===== config.mk =====
export PLATFORM = sky130hd
export DESIGN_NAME = run_length_detector
export DESIGN_NICKNAME = d
export VERILOG_FILES = /design/src/rtl/seqdet_pkg.sv /design/src/rtl/run_length_detector_sat_counter.sv /design/src/rtl/run_length_detector.sv
export SDC_FILE = /design/constraint.sdc
export NUM_CORES = 1
export LEC_CHECK = 0
export CORE_MARGIN = 5
export CORE_UTILIZATION = 25
export DETAILED_ROUTE_END_ITERATION = 10
export HOLD_SLACK_MARGIN = 0.06
export PLACE_DENSITY = 0.52
export SLEW_MARGIN = 5
export SYNTH_ARGS = -nofsm -noshare
export SYNTH_HDL_FRONTEND = slang
export SYNTH_HIERARCHICAL = 1
export SYNTH_SLANG_ARGS = --single-unit

===== constraint.sdc =====
create_clock -name clk -period 3.88 [get_ports clk]
set_input_delay 1.164 -clock clk [delete_from_list [all_inputs] [get_ports clk]]
set_output_delay 1.164 -clock clk [all_outputs]
set_load 0.03 [all_outputs]

===== src/rtl/seqdet_pkg.sv =====
// Shared definitions for the run-length sequence detector: mode encodings,
// run-counter sizing and the mode/symbol gating rule.
package seqdet_pkg;

   localparam logic [1:0] MODE_NONE  = 2'b00;
   localparam logic [1:0] MODE_ONES  = 2'b01;
   localparam logic [1:0] MODE_ZEROS = 2'b10;
   localparam logic [1:0] MODE_BOTH  = 2'b11;

   // Bits needed to hold a run length of 0..run_len inclusive.
   function automatic int run_cnt_w(input int run_len);
      return (run_len < 1) ? 1 : $clog2(run_len + 1);
   endfunction

   function automatic logic mode_permits(input logic [1:0] mode, input logic sym);
      logic ok;
      case (mode)
         MODE_ONES:  ok = sym;
         MODE_ZEROS: ok = ~sym;
         MODE_BOTH:  ok = 1'b1;
         default:    ok = 1'b0;
      endcase
      return ok;
   endfunction

endpackage


===== src/rtl/run_length_detector_sat_counter.sv =====
// Saturating event counter with a sticky all-ones flag and a clear that
// takes priority over a simultaneous increment.
module sat_counter #(
   parameter int W = 8
) (
   input  logic         clk,
   input  logic         resetn,
   input  logic         clr,
   input  logic         inc,
   output logic [W-1:0] q,
   output logic         sat
);

   logic [W-1:0] cnt_q, cnt_d;
   logic         sat_q, sat_d;

   function automatic logic [W-1:0] sat_inc(input logic [W-1:0] v);
      return (v == {W{1'b1}}) ? v : v + W'(1);
   endfunction

   always_comb begin
      cnt_d = cnt_q;
      sat_d = sat_q;
      if (clr) begin
         cnt_d = '0;
         sat_d = 1'b0;
      end else if (inc) begin
         cnt_d = sat_inc(cnt_q);
         sat_d = sat_q | (cnt_d == {W{1'b1}});
      end
   end

   always_ff @(posedge clk) begin
      if (!resetn) begin
         cnt_q <= '0;
         sat_q <= 1'b0;
      end else begin
         cnt_q <= cnt_d;
         sat_q <= sat_d;
      end
   end

   assign q   = cnt_q;
   assign sat = sat_q;

endmodule


===== src/rtl/run_length_detector.sv =====
// Flags RUN_LEN consecutive identical samples of w, with polarity mode,
// overlapping/restart detection, sample enable and a saturating match count.
module run_length_detector
   import seqdet_pkg::*;
#(
   parameter int RUN_LEN = 4,
   parameter int CNT_W   = 8
) (
   input  logic                          clk,
   input  logic                          resetn,
   input  logic                          en,
   input  logic                          w,
   input  logic [1:0]                    mode,
   input  logic                          overlap,
   input  logic                          clr_count,
   output logic                          z,
   output logic                          z_val,
   output logic [$clog2(RUN_LEN+1)-1:0]  run_len_o,
   output logic [CNT_W-1:0]              det_count,
   output logic                          det_sat
);

   localparam int            RW      = run_cnt_w(RUN_LEN);
   localparam logic [RW-1:0] RUN_MAX = RW'(RUN_LEN);

   logic          last_q, last_d;
   logic [RW-1:0] run_q, run_d;
   logic          z_q, z_d;
   logic          zval_q, zval_d;
   logic [RW-1:0] run_upd;
   logic          match;

   // Run length clamps at RUN_MAX so an overlapping run keeps matching.
   function automatic logic [RW-1:0] run_inc(input logic [RW-1:0] r);
      return (r >= RUN_MAX) ? RUN_MAX : r + RW'(1);
   endfunction

   always_comb begin
      last_d  = last_q;
      run_d   = run_q;
      z_d     = 1'b0;
      zval_d  = zval_q;
      run_upd = run_q;
      match   = 1'b0;
      if (en) begin
         if (run_q == '0 || w != last_q) begin
            run_upd = RW'(1);
            last_d  = w;
         end else begin
            run_upd = run_inc(run_q);
         end
         match = (run_upd == RUN_MAX) && mode_permits(mode, w);
         run_d = run_upd;
         if (match) begin
            z_d    = 1'b1;
            zval_d = w;
            if (!overlap) run_d = '0;
         end
      end
   end

   always_ff @(posedge clk) begin
      if (!resetn) begin
         last_q <= 1'b0;
         run_q  <= '0;
         z_q    <= 1'b0;
         zval_q <= 1'b0;
      end else begin
         last_q <= last_d;
         run_q  <= run_d;
         z_q    <= z_d;
         zval_q <= zval_d;
      end
   end

   sat_counter #(.W(CNT_W)) u_det_cnt (
      .clk    (clk),
      .resetn (resetn),
      .clr    (clr_count),
      .inc    (match),
      .q      (det_count),
      .sat    (det_sat)
   );

   assign z         = z_q;
   assign z_val     = zval_q;
   assign run_len_o = run_q;

endmodule


==> impl_metrics.toml, run 1 <==
[run_status]
status = "finished clean"

[sta]
relSlewSlack_pct = 73.8
hold_ws_ns = 0.467
skew_ns = 0.00267
min_period_over_period_pct = 74.3
hold_viol = 0
setup_tns_ns = 0
worst_pin_slew_ns = 0.392
rsz0062_at_grt = "false"
fmax_mhz = 347
final_max_slew_viol_count = 0
post-route-min-period_ns = 2.88
setup_viol = 0

[drt]
wl_mm = 2.00
dr.pass1.iters = 4
drtIter0Drc = 33
via_count = 756
drc = 0
wire_per_inst_um = 12.3
vias_per_cell = 4.64
ant_nets = 0

[cells_and_area]
fill_cells = 358
syn2layout_area_growth_pct = 35.0
nNetsFinal = 131
diodes = 0
drive_above_1_share_pct = 8.40

[logic_synthesis]
synth_area_per_cell_um2 = 8.61
synthAdderAreaFrac_pct = 4.59
syn_area_um2 = 818
synth_top_cells_by_count = "dfxtp_1, nand2_1, nor2_1"
ys_types = 37
synth_compound_gate_area_share_pct = 19.3
syn-instance-count = 95
yosys.area_share.simple_pct = 28.0
synth-async-reset-ratio_pct = 0
yosys_warnings = 6
netlist.area_leader.share_pct = 36.7
synth_mux_area_share_pct = 4.89
synth-xor-area-share_pct = 4.13
synth_top_family_by_area = "simple AND/OR/NAND/NOR gates"
ys.flop_type = "dfxtp_1"
yosys.area.top_type = "dfxtp_1"
ys_ff_latch = 15
yosys.cell_count.top_type = "dfxtp_1"
synthTopCellsByArea = "dfxtp_1, nand2_1, mux2i_1, ha_1, o21ai_0"
synth_nets = 106
synth_edf_count = 0
ys_seq_area_share_pct = 36.7

[worst_setup_path]
arrival_ns = 3.09
path_cells = "clkdlybuf4s50_1, xnor2_2, o211ai_2, nor2_2, o21ai_2, or3_1, a21oi_1"
startpoint_type = "input port"
cp_slowest_cell = "clkdlybuf4s50_1"
cp_max_fo = 9
cp-end-kind = "register"
critPathRequiredTime_ns = 4.09
crit_path_max_incr_delay_ns = 0.51
crit_type = "input port to register"

[grt]
grt_max_degree = 10
grt_antenna_before_repair = 0
grt_usage_pct = 9.67
grt_pass1_vias = 745
grt_pass1_wl_mm = 3.31
overflow = 0

[clock_network]
cts_tree = "yes"
clk_pin_slew_ns = 0.09
cts_resized = 0
htree_levels = 1
cts_buffers = 3
cts_hold_buffers = 0
cts-root-buf = "clkbuf_4"
clk_latency_ns = 0.27
cts_sinks = 15
cts.path.max_buffers = 2
post-cts-setup-buffer-count = 0

[power]
p_leak_nw = 0.383
ir_drop_mv = 0.144
power_density_nw_per_um2 = 245

[placed_design]
place_congestion = 0.714
dp_hpwl_mm = 1.49
port_buffers = 21

[floorplanning]
core_area_um2 = 3100
die_height_um = 67.2
die_area_um2 = 4520
initial_utilization_pct = 26.4
row_count = 20
dieWidth_um = 67.2
boundaryPins = 22

[job]
drv_cap = 0

[min_path]
hold_class = "register to register"
==> metal layers <==
layer / track usage [%] / share of wire [%]
met5: 0 / 0
met4: 4.56 / 0.90
met3: 3.33 / 9.1
met2: 14.8 / 43
met1: 12.1 / 47
==> final timing paths <==
path	slack (ns)	start	to	cells after the start
worst max-delay path	1.0	w	u_det_cnt/q[5]$_SDFFE_PP0P_	7
worst max register to register	1.72	run_len_o[0]$_SDFFE_PN0P_	u_det_cnt/q[5]$_SDFFE_PP0P_	8
worst min-delay path	0.47	z_val$_SDFFE_PN0P_	z_val$_SDFFE_PN0P_	2
worst min register to register	0.47	z_val$_SDFFE_PN0P_	z_val$_SDFFE_PN0P_	2
==> stage by stage <==
step	instances	power, mW	utilization, %	area, µm²	setup slack (ns)
global route	163	0.286	35.6	1100	0.807
detailed placement	159	0.188	34.8	1080	0.706
CTS	163	0.276	35.6	1100	0.993
floorplan	95	0.174	-	818	1.46
global placement	159	0.188	34.8	1080	0.756
finish	163	0.270	35.6	1100	0.999
==> sequential cells by signal, summed over array words and instances (netlist names) <==
signal,flops
run_len_o,3
z_val,1
u_det_cnt/q,8
z,1
u_det_cnt/sat,1
last_q,1
==> report_power, final <==
part | switching (mW) | internal, mW | leakage (nW) | total [mW]
Clock | 0.0460 | 0.0398 | 0.0150 | 0.0858
Combinational | 0.0130 | 0.0144 | 0.246 | 0.0274
Sequential | 0.00168 | 0.155 | 0.121 | 0.157
Total | 0.0607 | 0.210 | 0.383 | 0.270
==> area by class of cell <==
cell class                 count  area (µm²)  share of cell area, %
clock buffer                   4        26.3                   2.38
tap                           44        55.1                   4.98
multi-input combinational     75         498                   45.1
inverter                       4        15.0                   1.36
sequential                    15         300                   27.2
timing repair buffer          21         210                   19.0
==> critical path: cells and delay by family <==
kind | cells | cell delay, ns
xor+xnor | 1 | 0.25
buf+inv | 1 | 0.51
compound gates | 3 | 0.43
simple gates | 2 | 0.73
==> placed cells by master, fill, tap and decap left out, types with 2 or more instances in the layout <==
cell type	instances
clkdlybuf4s50_1	21
dfxtp_1	15
nand2_1	11
nor2_1	7
o21ai_0	6
nor2b_1	4
inv_1	4
mux2i_1	4
nand2b_1	3
and2_1	3
nand3_1	3
a31oi_1	3
ha_1	3
clkbuf_4	3
a21oi_1	3
o21bai_1	2
and2b_1	2
==> cells by family after synthesis <==
group                      Yosys count
adders and majority gates            3
buffers and inverters                5
xor gates and xnor gates             3
AOI/OAI and AO/OA                   23
muxes                                4
DFF                                 15
and+or+nand+nor                     42
Note: power is estimated with default switching activity, not from simulation.
==> run 2, diff against run 1 <==
- clock period: 3.88 -> 2.75 ns (I/O delays scaled with it)
==> run 2 against run 1 <==
- final cell count up 3.1%
- routed wire length up 2.9%
- clock power up 52%
- sequential cell count unchanged
- die area unchanged
- cell area up 3.4%
- clock skew up 0.0038 ns
- highest routed layer unchanged
==> impl_metrics.toml, run 2 (synthesized netlist as in run 1, its figures left out) <==
[sta]
hold_viol = 0
setup_slack_ns = 0.357
relSlewSlack_pct = 78.9
skew_ns = 0.00651
post-route-min-period_ns = 2.39
setup_viol = 0
worst_pin_slew_ns = 0.316
final_max_slew_viol_count = 0
rsz0062_at_grt = "false"
min_period_over_period_pct = 87.0
setup_tns_ns = 0
fmax_mhz = 418

[cells_and_area]
final_common_cell = "clkdlybuf4s50_1"
syn2layout_area_growth_pct = 39.6
fill_cells = 349
multi_input_area_um2 = 498
regArea_um2 = 300
final_cell_mix = "clkdlybuf4s50_1, dfxtp_1, nand2_1, nor2_1, o21ai_0"
drive_above_1_share_pct = 12.1
diodes = 0
nNetsFinal = 136
fin_area_um2 = 1140
largest_reg_flops = 8

[drt]
via_count = 760
dr.pass1.iters = 4
wire_per_inst_um = 12.3
ant_nets = 0
wl_mm = 2.06
drtIter0Drc = 59
vias_per_cell = 4.52
drc = 0

[grt]
grt_pass1_vias = 752
overflow = 0
grt_pass1_wl_mm = 3.37
grt_antenna_before_repair = 0
grt_usage_pct = 9.85
grt_max_degree = 9

[floorplanning]
core_area_um2 = 3100
die_area_um2 = 4520
row_count = 20
initial_utilization_pct = 26.4
dieWidth_um = 67.2
die_height_um = 67.2
boundaryPins = 22

[clock_network]
cts.path.max_buffers = 2
post-cts-setup-buffer-count = 0
htree_levels = 1
cts-root-buf = "clkbuf_4"
cts_sinks = 15
cts_buffers = 3
cts_resized = 0
clk_pin_slew_ns = 0.10
clk_latency_ns = 0.28
cts_hold_buffers = 0
cts_tree = "yes"

[job]
drv_cap = 0

[placed_design]
dp_slack_ns = 0.0578
port_buffers = 21
place_area_um2 = 1120
place_congestion = 0.745
dp_hpwl_mm = 1.61

[worst_setup_path]
startpoint = "w"
r2r-start = "run_len_o[0]$_SDFFE_PN0P_"
rrSetupSlack_ns = 0.73
critPathRequiredTime_ns = 2.97
cp-endpoint = "u_det_cnt/q[5]$_SDFFE_PP0P_"
rr_worst_depth = 8
cp_max_fo = 7
cp-end-kind = "register"
worstReg2RegEnd = "u_det_cnt/q[5]$_SDFFE_PP0P_"
arrival_ns = 2.62
crit_type = "input port to register"
startpoint_type = "input port"

[power]
ir_drop_mv = 0.227
power_density_nw_per_um2 = 345
p_leak_nw = 0.406

[min_path]
holdCritStartpoint = "z_val$_SDFFE_PN0P_"
hold_class = "register to register"

[run_status]
status = "finished clean"
## run 2: where the power goes
part	total, mW	switching, mW	internal (mW)
combinational	0.0428	0.0195	0.0233
sequential	0.222	0.00249	0.219
clock	0.130	0.0734	0.0563
## run 2: critical path: stages
cell	delay (ns)
clkdlybuf4s50_1	0.52
xnor2_2	0.26
o211ai_2	0.14
nor2_2	0.27
o21ai_2	0.10
or3_1	0.35
a21oi_1	0.15
## run 2: area by class of cell
type,instances,share of cell area [%]
timing repair buffer,26,21.7
tap,44,4.82
sequential,15,26.3
clock buffer,4,2.30
multi-input combinational,75,43.6
inverter,4,1.31
## run 2: stage by stage
step | instances | total power, mW | hold slack (ns) | utilization (%)
after floorplan | 95 | 0.246 | 0.529 | -
after global placement | 164 | 0.269 | 0.450 | 36.0
after detailed placement | 164 | 0.270 | 0.449 | 36.0
after CTS | 168 | 0.403 | 0.468 | 36.8
after global routing | 168 | 0.415 | 0.507 | 36.8
final | 168 | 0.394 | 0.465 | 36.8
## run 2: routing by layer
layer  GRT usage [%]  vias up  wire length [µm]
met5               0        -                 0
met4            3.04        0                18
met3            3.33        2               129
met2            16.0       22               911
met1            12.3      345              1000
li1                -      391                 -
## run 2: worst min path at each step
stage / depth (start not counted) / to / slack [ns]
2_1_floorplan: 2 / last_q$_SDFFE_PN0P_ / 0.53
3_3_place_gp: 2 / z_val$_SDFFE_PN0P_ / 0.45
3_5_place_dp: 2 / z_val$_SDFFE_PN0P_ / 0.45
4_1_cts: 2 / z_val$_SDFFE_PN0P_ / 0.47
5_1_grt: 2 / z_val$_SDFFE_PN0P_ / 0.51
6_report: 2 / z_val$_SDFFE_PN0P_ / 0.46
==> run 3, diff against run 2 <==
- MAX_ROUTING_LAYER: default -> met4
==> run 3 against run 2 <==
- cell area unchanged
- clock-buffer cell count unchanged
- highest routed layer unchanged
- critical endpoint unchanged
- sequential power about the same
- critical path depth unchanged
- clock skew about the same
- sequential share of layout area unchanged
- largest cell class unchanged
- routed wire length increased by 0.29%
- critical path type unchanged
==> impl_metrics.toml, run 3 (synthesized netlist as in run 1, its figures left out) <==
[worst_setup_path]
rr_worst_depth = 8
path_cells = "clkdlybuf4s50_1, xnor2_2, o211ai_2, nor2_2, o21ai_2, or3_1, a21oi_1"
cp_slowest_cell = "clkdlybuf4s50_1"
cp_max_fo = 7
crit_type = "input port to register"
startpoint_type = "input port"
crit_path_max_incr_delay_ns = 0.52
cp-end-kind = "register"
critPathRequiredTime_ns = 2.97
arrival_ns = 2.61

[placed_design]
place_congestion = 0.754
dp_slack_ns = 0.0578
port_buffers = 21
place_area_um2 = 1120
dp_hpwl_mm = 1.61

[power]
power_density_nw_per_um2 = 345
p_leak_nw = 0.406
finalPower_uw = 394
ir_drop_mv = 0.227

[sta]
hold_viol = 0
min_period_over_period_pct = 86.8
setup_tns_ns = 0
skew_ns = 0.00666
setup_slack_ns = 0.362
final_max_slew_viol_count = 0
setup_viol = 0
worst_pin_slew_ns = 0.316
post-route-min-period_ns = 2.39
rsz0062_at_grt = "false"
relSlewSlack_pct = 78.9
fmax_mhz = 419

[clock_network]
cts_buffers = 3
cts_tree = "yes"
cts_sinks = 15
cts-root-buf = "clkbuf_4"
cts.path.max_buffers = 2
cts_hold_buffers = 0
clk_latency_ns = 0.28
cts_resized = 0
htree_levels = 1
clk_pin_slew_ns = 0.10
post-cts-setup-buffer-count = 0

[grt]
overflow = 0
grt_antenna_before_repair = 0
grt_pass1_vias = 752
grt_pass1_wl_mm = 3.37
grt_max_degree = 9
grt_usage_pct = 10.1

[cells_and_area]
fin_util_pct = 36.8
syn2layout_area_growth_pct = 39.6
diodes = 0
final_cell_mix = "clkdlybuf4s50_1, dfxtp_1, nand2_1, nor2_1, o21ai_0"
fin_area_um2 = 1140
final_common_cell = "clkdlybuf4s50_1"
drive_above_1_share_pct = 12.1
nNetsFinal = 136
largest_reg_flops = 8

[drt]
drtIter0Drc = 59
dr.pass1.iters = 4
wl_mm = 2.07
drc = 0
ant_nets = 0
via_count = 762
vias_per_cell = 4.54
wire_per_inst_um = 12.3

[floorplanning]
boundaryPins = 22
dieWidth_um = 67.2
core_area_um2 = 3100
initial_utilization_pct = 26.4
die_height_um = 67.2
die_area_um2 = 4520
row_count = 20

[run_status]
status = "finished clean"

[min_path]
holdPathStages = 2
hold_class = "register to register"

[job]
drv_cap = 0
## run 3: cell counts in the layout (fill, tap and decap cells not counted)
No cell type changed its count.
## run 3: report_power, final
part | internal [mW] | switching [mW] | leakage [nW]
combinational | 0.0233 | 0.0195 | 0.270
clock | 0.0563 | 0.0735 | 0.0150
sequential | 0.219 | 0.00249 | 0.121
total | 0.299 | 0.0954 | 0.406
## run 3: through the flow
| step | cells | hold WS [ns] |
|---|---|---|
| final | 168 | 0.465 |
| after global routing | 168 | 0.507 |
| after CTS | 168 | 0.468 |
| after detailed placement | 164 | 0.449 |
| after global placement | 164 | 0.450 |
| after floorplan | 95 | 0.529 |
## run 3: layer usage
layer  part of all wire (%)  global-route usage [%]
met1                     49                    12.4
met2                     44                    16.0
met3                    5.8                    3.16
met4                   0.87                    3.04
met5                      0                       -
## run 3: worst max-delay path: cells and delay by family
kind	cells	cell delay [ns]
simple gates	2	0.62
xor+xnor	1	0.26
buf+inv	1	0.52
compound gates	3	0.39
## run 3: path summary, 6_finish.rpt
kind,startpoint,to,slack (ns)
min reg2reg,z_val$_SDFFE_PN0P_,z_val$_SDFFE_PN0P_,0.46
max reg2reg,run_len_o[0]$_SDFFE_PN0P_,u_det_cnt/q[5]$_SDFFE_PP0P_,0.74
min,z_val$_SDFFE_PN0P_,z_val$_SDFFE_PN0P_,0.46
max,w,u_det_cnt/q[5]$_SDFFE_PP0P_,0.36
## run 3: cell type report
class,count,area [µm²]
flip-flops and latches,15,300
multi-input cells,75,498
inverters,4,15.0
fillers,349,1960
clock buffers,4,26.3
well taps,44,55.1
repair buffers,26,248
